`src/rtl/mem_arbiter.sv`:
```
// Round-robin arbiter sharing one memory port between NUM_REQ requesters.
// One transaction at a time, with a watchdog that aborts hung accesses.
module mem_arbiter #(
  parameter int unsigned NUM_REQ    = 4,
  parameter int unsigned ADDR_WIDTH = 32,
  parameter int unsigned DATA_WIDTH = 32,
  parameter int unsigned TIMEOUT    = 64
) (
  input  logic                           clk,
  input  logic                           rst,
  input  logic [NUM_REQ*ADDR_WIDTH-1:0]  req_addr,
  input  logic [NUM_REQ-1:0]             req_rd,
  input  logic [NUM_REQ-1:0]             req_wr,
  input  logic [NUM_REQ*DATA_WIDTH-1:0]  req_wdata,
  output logic [NUM_REQ*DATA_WIDTH-1:0]  req_rdata,
  output logic [NUM_REQ-1:0]             req_ready,
  output logic [NUM_REQ-1:0]             req_err,
  output logic [ADDR_WIDTH-1:0]          mem_addr,
  output logic                           mem_rd,
  output logic                           mem_wr,
  output logic [DATA_WIDTH-1:0]          mem_wdata,
  input  logic [DATA_WIDTH-1:0]          mem_rdata,
  input  logic                           mem_ready,
  output logic [NUM_REQ-1:0]             grant,
  output logic                           busy
);

  localparam int unsigned IdxW = $clog2(NUM_REQ);
  localparam int unsigned CntW = (TIMEOUT > 0) ? $clog2(TIMEOUT + 1) : 1;

  typedef enum logic [1:0] {StIdle, StBusy, StResp} state_e;

  state_e                        state_q, state_d;
  logic [IdxW-1:0]               last_q, last_d;
  logic [IdxW-1:0]               gidx_q, gidx_d;
  logic [CntW-1:0]               cnt_q, cnt_d;
  logic [ADDR_WIDTH-1:0]         mem_addr_q, mem_addr_d;
  logic [DATA_WIDTH-1:0]         mem_wdata_q, mem_wdata_d;
  logic                          mem_rd_q, mem_rd_d;
  logic                          mem_wr_q, mem_wr_d;
  logic [NUM_REQ-1:0]            grant_q, grant_d;
  logic [NUM_REQ-1:0]            ready_q, ready_d;
  logic [NUM_REQ-1:0]            err_q, err_d;
  logic [NUM_REQ*DATA_WIDTH-1:0] rdata_q, rdata_d;

  logic            win_valid;
  logic [IdxW-1:0] win_idx;

  // Scan starting just after the previous owner so every requester gets a turn.
  always_comb begin : p_pick
    logic [IdxW-1:0] cand;
    win_valid = 1'b0;
    win_idx   = '0;
    cand      = '0;
    for (int unsigned k = 1; k <= NUM_REQ; k++) begin
      cand = IdxW'((32'(last_q) + k) % NUM_REQ);
      if (!win_valid && (req_rd[cand] || req_wr[cand])) begin
        win_valid = 1'b1;
        win_idx   = cand;
      end
    end
  end

  always_comb begin
    state_d     = state_q;
    last_d      = last_q;
    gidx_d      = gidx_q;
    cnt_d       = cnt_q;
    mem_addr_d  = mem_addr_q;
    mem_wdata_d = mem_wdata_q;
    mem_rd_d    = mem_rd_q;
    mem_wr_d    = mem_wr_q;
    grant_d     = grant_q;
    ready_d     = '0;
    err_d       = '0;
    rdata_d     = rdata_q;
    case (state_q)
      StIdle: begin
        if (win_valid) begin
          mem_addr_d       = req_addr[win_idx*ADDR_WIDTH +: ADDR_WIDTH];
          mem_wdata_d      = req_wdata[win_idx*DATA_WIDTH +: DATA_WIDTH];
          mem_wr_d         = req_wr[win_idx];
          mem_rd_d         = ~req_wr[win_idx];
          grant_d          = '0;
          grant_d[win_idx] = 1'b1;
          gidx_d           = win_idx;
          cnt_d            = '0;
          state_d          = StBusy;
        end
      end
      StBusy: begin
        if (mem_ready) begin
          if (mem_rd_q) begin
            rdata_d[gidx_q*DATA_WIDTH +: DATA_WIDTH] = mem_rdata;
          end
          ready_d[gidx_q] = 1'b1;
          mem_rd_d        = 1'b0;
          mem_wr_d        = 1'b0;
          last_d          = gidx_q;
          state_d         = StResp;
        end else if ((TIMEOUT != 0) && (cnt_q == CntW'(TIMEOUT - 1))) begin
          rdata_d[gidx_q*DATA_WIDTH +: DATA_WIDTH] = '0;
          ready_d[gidx_q] = 1'b1;
          err_d[gidx_q]   = 1'b1;
          mem_rd_d        = 1'b0;
          mem_wr_d        = 1'b0;
          last_d          = gidx_q;
          state_d         = StResp;
        end else if (cnt_q != {CntW{1'b1}}) begin
          cnt_d = cnt_q + 1'b1;
        end
      end
      StResp: begin
        grant_d = '0;
        state_d = StIdle;
      end
      default: state_d = StIdle;
    endcase
  end

  always_ff @(posedge clk or posedge rst) begin
    if (rst) begin
      state_q     <= StIdle;
      last_q      <= IdxW'(NUM_REQ - 1);
      gidx_q      <= '0;
      cnt_q       <= '0;
      mem_addr_q  <= '0;
      mem_wdata_q <= '0;
      mem_rd_q    <= 1'b0;
      mem_wr_q    <= 1'b0;
      grant_q     <= '0;
      ready_q     <= '0;
      err_q       <= '0;
      rdata_q     <= '0;
    end else begin
      state_q     <= state_d;
      last_q      <= last_d;
      gidx_q      <= gidx_d;
      cnt_q       <= cnt_d;
      mem_addr_q  <= mem_addr_d;
      mem_wdata_q <= mem_wdata_d;
      mem_rd_q    <= mem_rd_d;
      mem_wr_q    <= mem_wr_d;
      grant_q     <= grant_d;
      ready_q     <= ready_d;
      err_q       <= err_d;
      rdata_q     <= rdata_d;
    end
  end

  assign req_rdata = rdata_q;
  assign req_ready = ready_q;
  assign req_err   = err_q;
  assign mem_addr  = mem_addr_q;
  assign mem_wdata = mem_wdata_q;
  assign mem_rd    = mem_rd_q;
  assign mem_wr    = mem_wr_q;
  assign grant     = grant_q;
  assign busy      = (state_q != StIdle);

endmodule
```
`config.mk`:
```
export PLATFORM = sky130hd
export DESIGN_NAME = mem_arbiter
export DESIGN_NICKNAME = d
export VERILOG_FILES = /design/src/rtl/mem_arbiter.sv
export SDC_FILE = /design/constraint.sdc
export NUM_CORES = 1
export LEC_CHECK = 0
export ABC_AREA = 1
export CORE_UTILIZATION = 30
export CTS_CLUSTER_SIZE = 12
export DETAILED_ROUTE_END_ITERATION = 8
export GPL_TIMING_DRIVEN = 1
export SLEW_MARGIN = 40
export SYNTH_ARGS = -nofsm -noshare
export SYNTH_HDL_FRONTEND = slang
export SYNTH_SLANG_ARGS = --single-unit
```
`constraint.sdc`:
```
create_clock -name clk -period 7.2 [get_ports clk]
set_input_delay 1.44 -clock clk [delete_from_list [all_inputs] [get_ports clk]]
set_output_delay 1.44 -clock clk [all_outputs]
set_load 0.01 [all_outputs]
```
Word-level counts from Yosys, hierarchy flattened --
Cells that the tools add are included.
Operators by class: $add $sub $neg 6, multiply operators 0, divide/modulo/power cells 0, $lt $le $gt $ge 8, equality and inequality tests 10, shifts and indexed selects 5, muxes and demuxes 59, bitwise operators 1, reduce and logical (&&, ||, !) cells 24
Operators by type and width (number):
- 128-bit two-way mux | 3
- 128-bit bitwise mux | 2
- 128-bit by 8-bit variable part select with 32-bit output | 2
- 32-bit by 34-bit variable shift with 128-bit output, first input constant | 1
- 32-bit by 34-bit variable part select with 128-bit output | 1
- 32-bit by 34-bit variable part select with 128-bit output, first input constant | 1
- 7-bit negator with 34-bit output | 1
- 7-bit two-way mux | 4
- 4-bit two-way mux | 6
- 1-bit two-way mux | 19
- 1-bit binary-select mux with 2-bit select | 9
- 2-bit by 3-bit less-than comparator with 1-bit output, second input constant | 6
- 2-bit two-way mux | 9
- 7-bit one-hot mux with 2 select lines | 1
- 2-bit inequality test, second input constant | 4
- 4-bit one-hot mux with 2 select lines | 1
- 2-bit AND reduction | 4
- 2-bit nonzero test | 4
- 7-bit by 1-bit adder with 7-bit output, second input constant | 1
- 7-bit by 6-bit equality test with 1-bit output, second input constant | 1
- 7-bit inequality test, second input constant | 1
- 3-bit AND reduction | 2
- 1-bit logical AND | 5
- 5-bit AND reduction | 1
- 14 further kinds | 24
Storage, ports and cells: register bits 219, bits in latches 0, RAM bits 0, bits in read-only memories 0, bits of input ports 299, output and inout port bits 207, logic and storage cells 125, memories kept 0

Depth between registers and ports, before layout --
Gate-level depths: netlist of run 1.
depth in word-level cells 20, depth in mapped cells 18, gate-level depth less buffers 15

Worst setup path before layout of run 1 --
No wires, ideal clock.
path type input -> register, start input req_rd[0], end register mem_addr_q[22] (netlist: mem_addr[22]), library setup time 117 ps, arrival time 2795 ps, required time 7083 ps, path slack 4288 ps, stages 14, path buffers 2, cell sequence o21ai_1 nand2_1 nor2_2 nand3_2 nand2_1 nand3_2 buf_4 buf_4 nand3_1 nand2_1 nand2_1 nand2_1 nand2_1 nand2_1
On the way: word-level cells in the longest chain between the ends 14, elaborated cells on any way between the ends 28, those cells by class shift: 1; mux: 16; reduce/logical: 11
RTL lines:
- start, declared | line 12 | input logic [NUM_REQ-1:0] req_rd,
- 1-bit binary-select mux with 2-bit select | line 57 | if (!win_valid && (req_rd[cand] || req_wr[cand])) begin
- 1-bit two-way mux (not written as such) | line 57
- 1-bit logical OR | line 57
- 1-bit two-way mux | line 57
- 1-bit logical NOT | line 57
- 1-bit logical AND | line 57
- 1-bit two-way mux | line 57
- 1-bit logical NOT | line 57
- 1-bit logical AND | line 57
- 1-bit two-way mux | line 57
- 1-bit logical NOT | line 57
- 1-bit logical AND | line 57
- 2-bit two-way mux / 1-bit two-way mux (equally long branches) | line 57
- 128-bit by 8-bit variable part select with 32-bit output / 2-bit AND reduction (equally long branches)
- end signal, assigned | line 140 | mem_addr_q <= mem_addr_d;
- end, declared | line 37 | logic [ADDR_WIDTH-1:0] mem_addr_q, mem_addr_d;
Parallel ways exist; a longest one is shown, timed or not. The select of a mux whose other input is x is not followed. A chain may end at the register's enable or synchronous reset.

Worst setup path after layout of run 1 --
start input req_wr[0], end register mem_addr_q[26] (netlist: mem_addr[26])
On the way: word-level cells in the longest chain between the ends 14, elaborated cells on any way between the ends 28, those cells by class shift: 1; mux: 16; reduce/logical: 11
RTL lines:
- start, declared | line 13 | input logic [NUM_REQ-1:0] req_wr,
- 1-bit binary-select mux with 2-bit select | line 57
- 1-bit two-way mux (not written as such) | line 57
- 1-bit logical OR | line 57
- 1-bit two-way mux | line 57
- 1-bit logical NOT | line 57
- 1-bit logical AND | line 57
- 1-bit two-way mux | line 57
- 1-bit logical NOT | line 57
- 1-bit logical AND | line 57
- 1-bit two-way mux | line 57
- 1-bit logical NOT | line 57
- 1-bit logical AND | line 57
- 2-bit two-way mux / 1-bit two-way mux (equally long branches) | line 57
- 128-bit by 8-bit variable part select with 32-bit output / 2-bit AND reduction (equally long branches)
Parallel ways exist; a longest one is shown, timed or not. The select of a mux whose other input is x is not followed.

==> out/metrics.yaml, run 1 <==
area_delta_synth_final_pct: 51.7
total_power_mw: 8.20
ir_drop_uv: 498
crit_type: "in -> reg"
clk_pin_slew_ps: 60
cts.hold.buffers_added: 0
synth_commonest_cells: "nand2_1 (817), nand3_1 (276), dfrtp_1 (217), o21ai_0 (81), o31ai_1 (63)"
synth_top_area_share_pct: 45.0
wirelength_um: 48600
synth_seq_cells: 219
viasPerCell: 4.87
yosysMostFrequentCell: "nand2_1"
slew_viol_final: 0
start_util_pct: 30.4
end_kind: "flop"
layout-drive-gt1-share_pct: 4.47
die_y_um: 203
syn_area_mm2: 0.0121
io_pins: 506
setup-tns-final_ps: 0
antenna_found_initial: 8
cpMostUsedCell: "nand2_1"
multi_input_area_mm2: 0.00580
synth_seq_area_share_pct: 45.4
critPathLaunchType: "primary input"
grt_pass1_wl_um: 73300
hold_viol_final: 0
synth_top_cell_by_area: "dfrtp_1"
worst_pin_slew_ps: 884
cts_setup_buffers: 0
fin_skew_ps: 9.82
avgSynthCellArea_um2: 7.17
finalCritPeriodShare_pct: 58.0
ys_types: 29
ys_warn_count: 0
cts_tree: "done"
ctsLongestPathBuffers: 3
grt_max_degree: 145
regArea_mm2: 0.00548
arrival_ps: 4590
clkSinkCount: 219
crit_slowest_cell: "nand3_4"
ctsRootBufferMaster: "clkbuf_16"
syn_nets: 1988
cellLeakagePower_nw: 8.55
synth_area_leaders: "dfrtp_1 (45%), nand2_1 (25%), nand3_1 (11%)"
die_area_mm2: 0.0410
crit_required_ps: 7620
synth_edf_count: 0
finalSetupViolCount: 0
die_w_um: 203
place_ws_ps: 2560
dpl.hpwl_um: 34600
rsz0062_at_grt: "no"
fin_nets: 2413
antenna_left: 0
cts_buffers: 26
grt_overflow: 0
io_buffers: 505
grtUsageTotal_pct: 22.8
slowest_delay_ps: 560
place.gp.congestion: 0.906
dr.first_iter.drc_count: 806
coreArea_mm2: 0.0397
drv_cap: 0
clock.fmax_mhz: 239
cp_max_fo: 53
power.density_mw_per_mm2: 448
layout_min_cycle_time_ps: 4180
cts_max_level: 1
syn_inst: 1683
drc: 0
synth_async_sr_flop_share_pct: 100
rows: 73
maxSlewHeadroom_pct: 41.0
wl_per_cell_um: 18.3
hold_class: "reg -> reg"
path_cells: "clkdlybuf4s50_1, o21ai_1, nand2_1, nor2_2, nand3_2, nand2_1, nand3_4, buf_4, nand3_1, nand2_1, nand2_1, nand2_1, nand2_1, nand2_1"
clk_latency_ps: 530
fill_cells: 3980
synth_ff_type: "dfrtp_1"
vias: 12900
grt_pass1_vias: 12400
ctsResizeCount: 0
setup_slack_ps: 3020
status: "completed"
first_pass_iters: 5
[cells by family (layout without fill, tap and decap cells)]
logic type / Yosys count / count (layout) / synth area share, %
adders and majority gates: 6 / 6 / 0.622
DFF: 219 / 219 / 45.4
other: 0 / 3 / 0
AOI/OAI and AO/OA: 153 / 153 / 7.86
and+or+nand+nor: 1137 / 1137 / 38.8
buffers and inverters: 166 / 610 / 7.15
xor gates and xnor gates: 2 / 2 / 0.145
[area by class of cell]
cell class	instances	area share, %
well taps	525	3.59
inverters	38	0.800
clock buffers	36	4.09
clock inverters	11	1.15
diodes	3	0.0410
flip-flops and latches	219	29.9
repair buffers	525	28.7
multi-input cells	1298	31.7
[sequential cells by signal (all words and copies together), names as in the netlist]
name and cells:
cnt_q 7, gidx_q 2, grant 4, last_q 2, mem_addr 32, mem_rd 1, mem_wdata 32, mem_wr 1
req_err 4, req_rdata 128, req_ready 4, state_q 2
[layer usage]
layer | part of all wire, % | routed length, µm | global-route usage (%)
met5 | 0.16 | 76 | 0
met4 | 2.7 | 1310 | 6.36
met2 | 49 | 23800 | 39.6
met3 | 8.0 | 3880 | 5.63
met1 | 40 | 19600 | 28.0
[cell usage in the layout (no fill, tap or decap), drive strengths merged, types with 6 or more instances in the layout]
master	count
nor2	33
nand3	283
o21ai	84
o31ai	63
clkdlybuf4s50	505
ha	6
buf	20
bufinv	6
dfrtp	217
clkbuf	36
nand2	817
inv	37
[power breakdown]
group          leakage [nW]  switching [mW]  internal, mW
clock network         0.468           0.537         0.939
registers              2.93           0.263          1.65
logic                  5.15            3.01          1.79
[worst max-delay path, delay by kind of cell]
family / cells / cell delay (ps)
AOI/OAI and AO/OA: 1 / 240
buffers and inverters: 2 / 1000
and+or+nand+nor: 11 / 1880
[final timing paths]
check | start | endpoint | slack (ps) | cells past startpoint
max | req_wr[0] | mem_addr[26] | 3020 | 14
min | mem_wdata[5] | mem_wdata[5] | 480 | 2
max reg2reg | last_q[0] | mem_addr[26] | 3550 | 14
min reg2reg | mem_wdata[5] | mem_wdata[5] | 480 | 2
max in group asynchronous | rst | req_rdata[71] | 4740 | 4
min in group asynchronous | rst | mem_rd | 1290 | 2
[through the flow]
stage	hold slack, ps	utilization [%]	cells	cell area, µm²
3_5_place_dp	465	43.5	2604	17300
4_1_cts	481	46.0	2651	18300
2_1_floorplan	477	-	1683	12100
3_3_place_gp	462	43.5	2604	17300
6_report	477	46.1	2655	18300
5_1_grt	497	46.1	2654	18300
Power figures use the tool's default switching activity.
==> run 2, diff against run 1 <==
clock period = 3.7 ns   (was 7.2 ns; I/O delays follow)
==> run 2 against run 1 <==
Net effect: clock skew increased by 7.5 ps; critical path depth unchanged; utilization is 0.32 points higher; combinational power is 100% higher; setup slack lost 2300 ps; routed wire length up 1.1%; via count increased by 2.1%; first-iteration DRC count shrank 1.2%; register-to-register slack worse by 2900 ps; non-clock buffer count up 17; critical path type is now reg -> reg.
==> out/metrics.yaml, run 2 (same netlist as run 1, synthesis figures left out) <==
drt-met1-wl_um: 19100  # -2.4%
cts_setup_buffers: 0  # unchanged
worst_pin_slew_ps: 645  # -240 ps
fin_skew_ps: 17.4  # +7.53 ps
place.gp.congestion: 0.914  # +0.87%
viasPerCell: 4.93  # +1.3%
dr.first_iter.drc_count: 796  # -1.2%
slew_viol_final: 0  # unchanged
largest_reg_flops: 128  # unchanged
ctsResizeCount: 0  # unchanged
io_pins: 506  # unchanged
clk_latency_ps: 540  # about the same
coreArea_mm2: 0.0397  # unchanged
arrival_ps: 3420  # -1170 ps
total_power_mw: 16.0  # +95%
area_delta_synth_final_pct: 52.8
clkSinkCount: 219  # unchanged
hold_viol_final: 0  # unchanged
whs_ps: 477  # -0.0460 ps
vias: 13200  # +2.1%
power.density_mw_per_mm2: 866  # +93%
grt_pass1_wl_um: 74000  # +0.97%
drv_cap: 0  # unchanged
cts_tree: "done"
end_kind: "flop"
start_util_pct: 30.4  # unchanged
wirelength_um: 49200  # +1.1%
finalCritPeriodShare_pct: 81.2
hold_class: "reg -> reg"
fin_nets: 2430  # +0.70%
cts_max_level: 1  # unchanged
cellLeakagePower_nw: 8.62  # +0.79%
highest_layer: "met5"
routed-wl-met2_um: 23700  # -0.37%
combPwrFrac_pct: 60.7  # +2.1 points
die_area_mm2: 0.0410  # unchanged
ctsLongestPathBuffers: 3  # unchanged
finalSetupViolCount: 0  # unchanged
first_pass_iters: 5  # unchanged
rsz0062_at_grt: "no"
switching_power_mw: 7.43  # +95%
grt_overflow: 0  # unchanged
grt_pass1_vias: 12600  # +1.5%
crit_required_ps: 4120  # -3500 ps
cts_buffers: 26  # unchanged
antenna_found_initial: 14  # +6
layout_min_cycle_time_ps: 3000
layout-drive-gt1-share_pct: 4.86  # +0.39 points
io_buffers: 505  # unchanged
clkPwrFrac_pct: 15.8  # -2.2 points
die_y_um: 203  # unchanged
final_common_cell: "nand2_1"
drc: 0  # unchanged
final_cell_mix: "nand2_1 (813), clkdlybuf4s50_1 (505), nand3_1 (274)"
cp_max_fo: 55  # +3.8%
setup-tns-final_ps: 0  # unchanged
clk_pin_slew_ps: 60  # about the same
regArea_mm2: 0.00548  # unchanged
antenna_left: 0  # unchanged
critPathLaunchType: "flop"
cts.hold.buffers_added: 0  # unchanged
dpl.hpwl_um: 36400  # +5.3%
ctsRootBufferMaster: "clkbuf_16"
multi_input_area_mm2: 0.00578  # -0.24%
die_w_um: 203  # unchanged
clock.fmax_mhz: 333
rows: 73  # unchanged
p_int_mw: 8.54  # +95%
p_seq_share_pct: 23.5  # about the same
ir_drop_uv: 865  # +74%
maxSlewHeadroom_pct: 57.0  # +16 points
grtUsageTotal_pct: 23.2  # +0.40 points
fill_cells: 3996  # +0.40%
wl_per_cell_um: 18.4  # +0.38%
grt_max_degree: 75  # -48%
route.met3.wl_um: 4340  # +12%
status: "completed"
sw_frac_of_total_pct: 46.5  # about the same
crit_type: "reg -> reg"
## run 2: layer usage
metal,up-vias,GRT usage [%]
met3,98,6.60
met4,12,9.91
li1,6340,-
met5,-,0
met1,6152,27.6
met2,584,39.2
## run 2: layout make-up
cell class | instances | area share, %
Sequential cell | 219 | 29.7
Clock inverter | 5 | 0.428
Timing Repair Buffer | 542 | 30.0
Multi-Input combinational cell | 1298 | 31.4
Clock buffer | 39 | 4.02
Antenna cell | 9 | 0.122
Tap cell | 525 | 3.56
Inverter | 38 | 0.794
## run 2: through the flow
step	area (µm²)	utilization [%]	instances	setup WS, ps
floorplan	12100	-	1683	108
global placement	17600	44.3	2622	442
detailed placement	17600	44.3	2622	417
CTS	18400	46.3	2666	700
global route	18400	46.4	2674	461
finish	18400	46.4	2675	696
## run 2: worst max-delay path: stages, from the launching register on
cell,delay [ps]
dfstp_2,760
inv_2,220
nand2_1,100
nand2_1,140
nand3_1,110
nand2_1,60
nand2_1,180
nand2_1,170
nand2_4,340
buf_12,280
nand3_1,110
nand2_1,100
nand2_1,80
nand3_1,110
nand2_1,50
## run 2: final timing paths
kind	startpoint	endpoint	slack (ps)	depth (start not counted)
min reg2reg	mem_addr[28]	mem_addr[28]	480	2
max	last_q[0]	mem_rd	700	14
max in group asynchronous	rst	req_rdata[39]	2320	3
max reg2reg	last_q[0]	mem_rd	700	14
min in group asynchronous	rst	grant[3]	610	2
min	mem_addr[28]	mem_addr[28]	480	2
## run 2: power by group through the flow
stage | registers, mW | clock network, mW | logic [mW]
final | 3.75 | 2.52 | 9.70
after global routing | 3.85 | 2.68 | 10.8
after CTS | 3.75 | 2.59 | 9.75
after detailed placement | 3.76 | 0 | 9.71
after global placement | 3.76 | 0 | 9.67
after floorplan | 4.00 | 0 | 5.70
==> run 3, diff against run 2 <==
clock period = 2.7 ns   (was 3.7 ns; I/O delays follow)
==> run 3 against run 2 <==
Net effect: non-clock buffer count rose by 33; critical endpoint is now mem_addr[23]; clock power rose by 47%; setup slack got worse by 550 ps; fmax rose by 18%; highest routed layer unchanged; via count rose by 0.74%; combinational power rose by 43%.
==> out/metrics.yaml, run 3 (same netlist as run 1, synthesis figures left out) <==
wl_per_cell_um: 19.0  # +3.6%
clk_pin_slew_ps: 60  # about the same
maxSlewHeadroom_pct: 60.2  # +3.2 points
arrival_ps: 2990  # -430 ps
ctsRootBufferMaster: "clkbuf_16"
dr.first_iter.drc_count: 749  # -5.9%
largest_reg_flops: 128  # unchanged
layout_min_cycle_time_ps: 2550  # -450 ps
vias: 13300  # +0.74%
area_delta_synth_final_pct: 56.4
die_y_um: 203  # unchanged
cts_max_level: 1  # unchanged
die_area_mm2: 0.0410  # unchanged
place.gp.congestion: 0.948  # +3.7%
rows: 73  # unchanged
grt_pass1_wl_um: 78200  # +5.6%
critPathLaunch: "last_q[0]"
dpl.hpwl_um: 38400  # +5.5%
finalSetupViolCount: 0  # unchanged
rr_startpoint: "last_q[0]"
io_buffers: 505  # unchanged
layout-drive-gt1-share_pct: 6.61  # +1.7 points
r2r_cells: 14  # unchanged
crit_type: "reg -> reg"
worst_pin_slew_ps: 597  # -48.2 ps
start_util_pct: 30.4  # unchanged
finalCritPeriodShare_pct: 94.6  # +13 points
fin_skew_ps: 21.1  # +3.70 ps
end_kind: "flop"
reg2reg_slack_ps: 150  # -550 ps
crit_end: "mem_addr[23]"
clk_latency_ps: 550  # about the same
grt_pass1_vias: 13100  # +3.5%
utilization_pct: 47.5  # +1.1 points
status: "completed"
grtUsageTotal_pct: 24.5  # +1.3 points
ctsLongestPathBuffers: 3  # unchanged
slew_viol_final: 0  # unchanged
grt_overflow: 0  # unchanged
placed_area_mm2: 0.0179  # +1.9%
ir_drop_uv: 713  # -18%
clock.fmax_mhz: 392  # +18%
rsz0062_at_grt: "no"
antenna_left: 0  # unchanged
cts_buffers: 27  # +3.8%
cp_max_fo: 44  # -20%
io_pins: 506  # unchanged
cts_setup_buffers: 0  # unchanged
antenna_found_initial: 13  # -1
hold_viol_final: 0  # unchanged
power.density_mw_per_mm2: 1210  # +39%
viasPerCell: 4.90  # -0.56%
coreArea_mm2: 0.0397  # unchanged
final_common_cell: "nand2_1"
critPathLaunchType: "flop"
cts_tree: "done"
drv_cap: 0  # unchanged
r2r_end: "mem_addr[23]"
final_cell_mix: "nand2_1 (813), clkdlybuf4s50_1 (505), nand3_1 (274)"
wirelength_um: 51600  # +4.9%
crit_required_ps: 3140  # -980 ps
fin_nets: 2464  # +1.4%
hold_class: "in -> async"
drc: 0  # unchanged
die_w_um: 203  # unchanged
grt_max_degree: 79  # +5.3%
clkSinkCount: 219  # unchanged
first_pass_iters: 5  # unchanged
cellLeakagePower_nw: 8.87  # +2.9%
design_area_mm2: 0.0189  # +2.4%
[run 3: cell count changes in the layout (fill, tap and decap cells not counted), sizes merged]
cell / before / now
diode: 9 / 5
clkinv: 2 / 7
bufinv: 2 / 3
clkbuf: 39 / 40
buf: 37 / 69
[run 3: layout make-up]
cell class / count / area (µm²)
fill: 3956 / 20900
timing repair buffer: 575 / 5890
multi-input combinational: 1298 / 5780
sequential: 219 / 5480
clock buffer: 39 / 761
tap: 525 / 657
inverter: 38 / 146
clock inverter: 11 / 145
antenna: 5 / 12.5
[run 3: worst max-delay path, cell delays in order, from the launching register on]
cell	delay [ps]
dfstp_2	640
inv_2	180
nand2_1	90
nand2_1	140
o21ai_0	290
inv_1	110
nand2_1	80
nand2_1	80
a21oi_4	190
inv_2	90
buf_12	180
nand2_1	100
nand2_1	90
nand2_1	110
nand2_1	60
[run 3: where the power goes]
group	switching, mW	internal [mW]
Sequential	0.703	4.41
Combinational	8.22	5.72
Clock	1.46	2.24
[run 3: layer usage]
metal	track usage [%]	up-vias	share of wire, %
met5	0	-	0.20
met4	7.81	16	3.0
met3	6.36	93	8.1
met2	41.9	541	49
met1	30.0	6205	40
li1	-	6429	-
[run 3: worst min path at each step]
stage	from	end	slack [ps]	depth (start not counted)
6_report	rst	req_rdata[52]	430	2
5_1_grt	rst	req_rdata[116]	460	2
4_1_cts	rst	req_rdata[116]	420	2
3_5_place_dp	mem_addr[16]	mem_addr[16]	460	2
3_3_place_gp	mem_addr[16]	mem_addr[16]	460	2
2_1_floorplan	cnt_q[2]	cnt_q[2]	480	1
[run 3: per-stage QoR]
step / worst slack [ps] / instances / hold slack, ps / power [mW] / TNS [ps]
2_1_floorplan: -692 / 1683 / 477 / 13.3 / -150260
3_3_place_gp: -62.9 / 2654 / 461 / 19.0 / -148
3_5_place_dp: -94.4 / 2654 / 464 / 19.0 / -458
4_1_cts: 141 / 2704 / 420 / 22.8 / 0
5_1_grt: 6.86 / 2710 / 456 / 24.6 / 0
6_report: 146 / 2710 / 434 / 22.8 / 0
[run 3: timing repair]
action,in CTS,in global routing
endpoints found under the setup margin,0,12
gates resized for setup,0,3
hold buffers,0,0
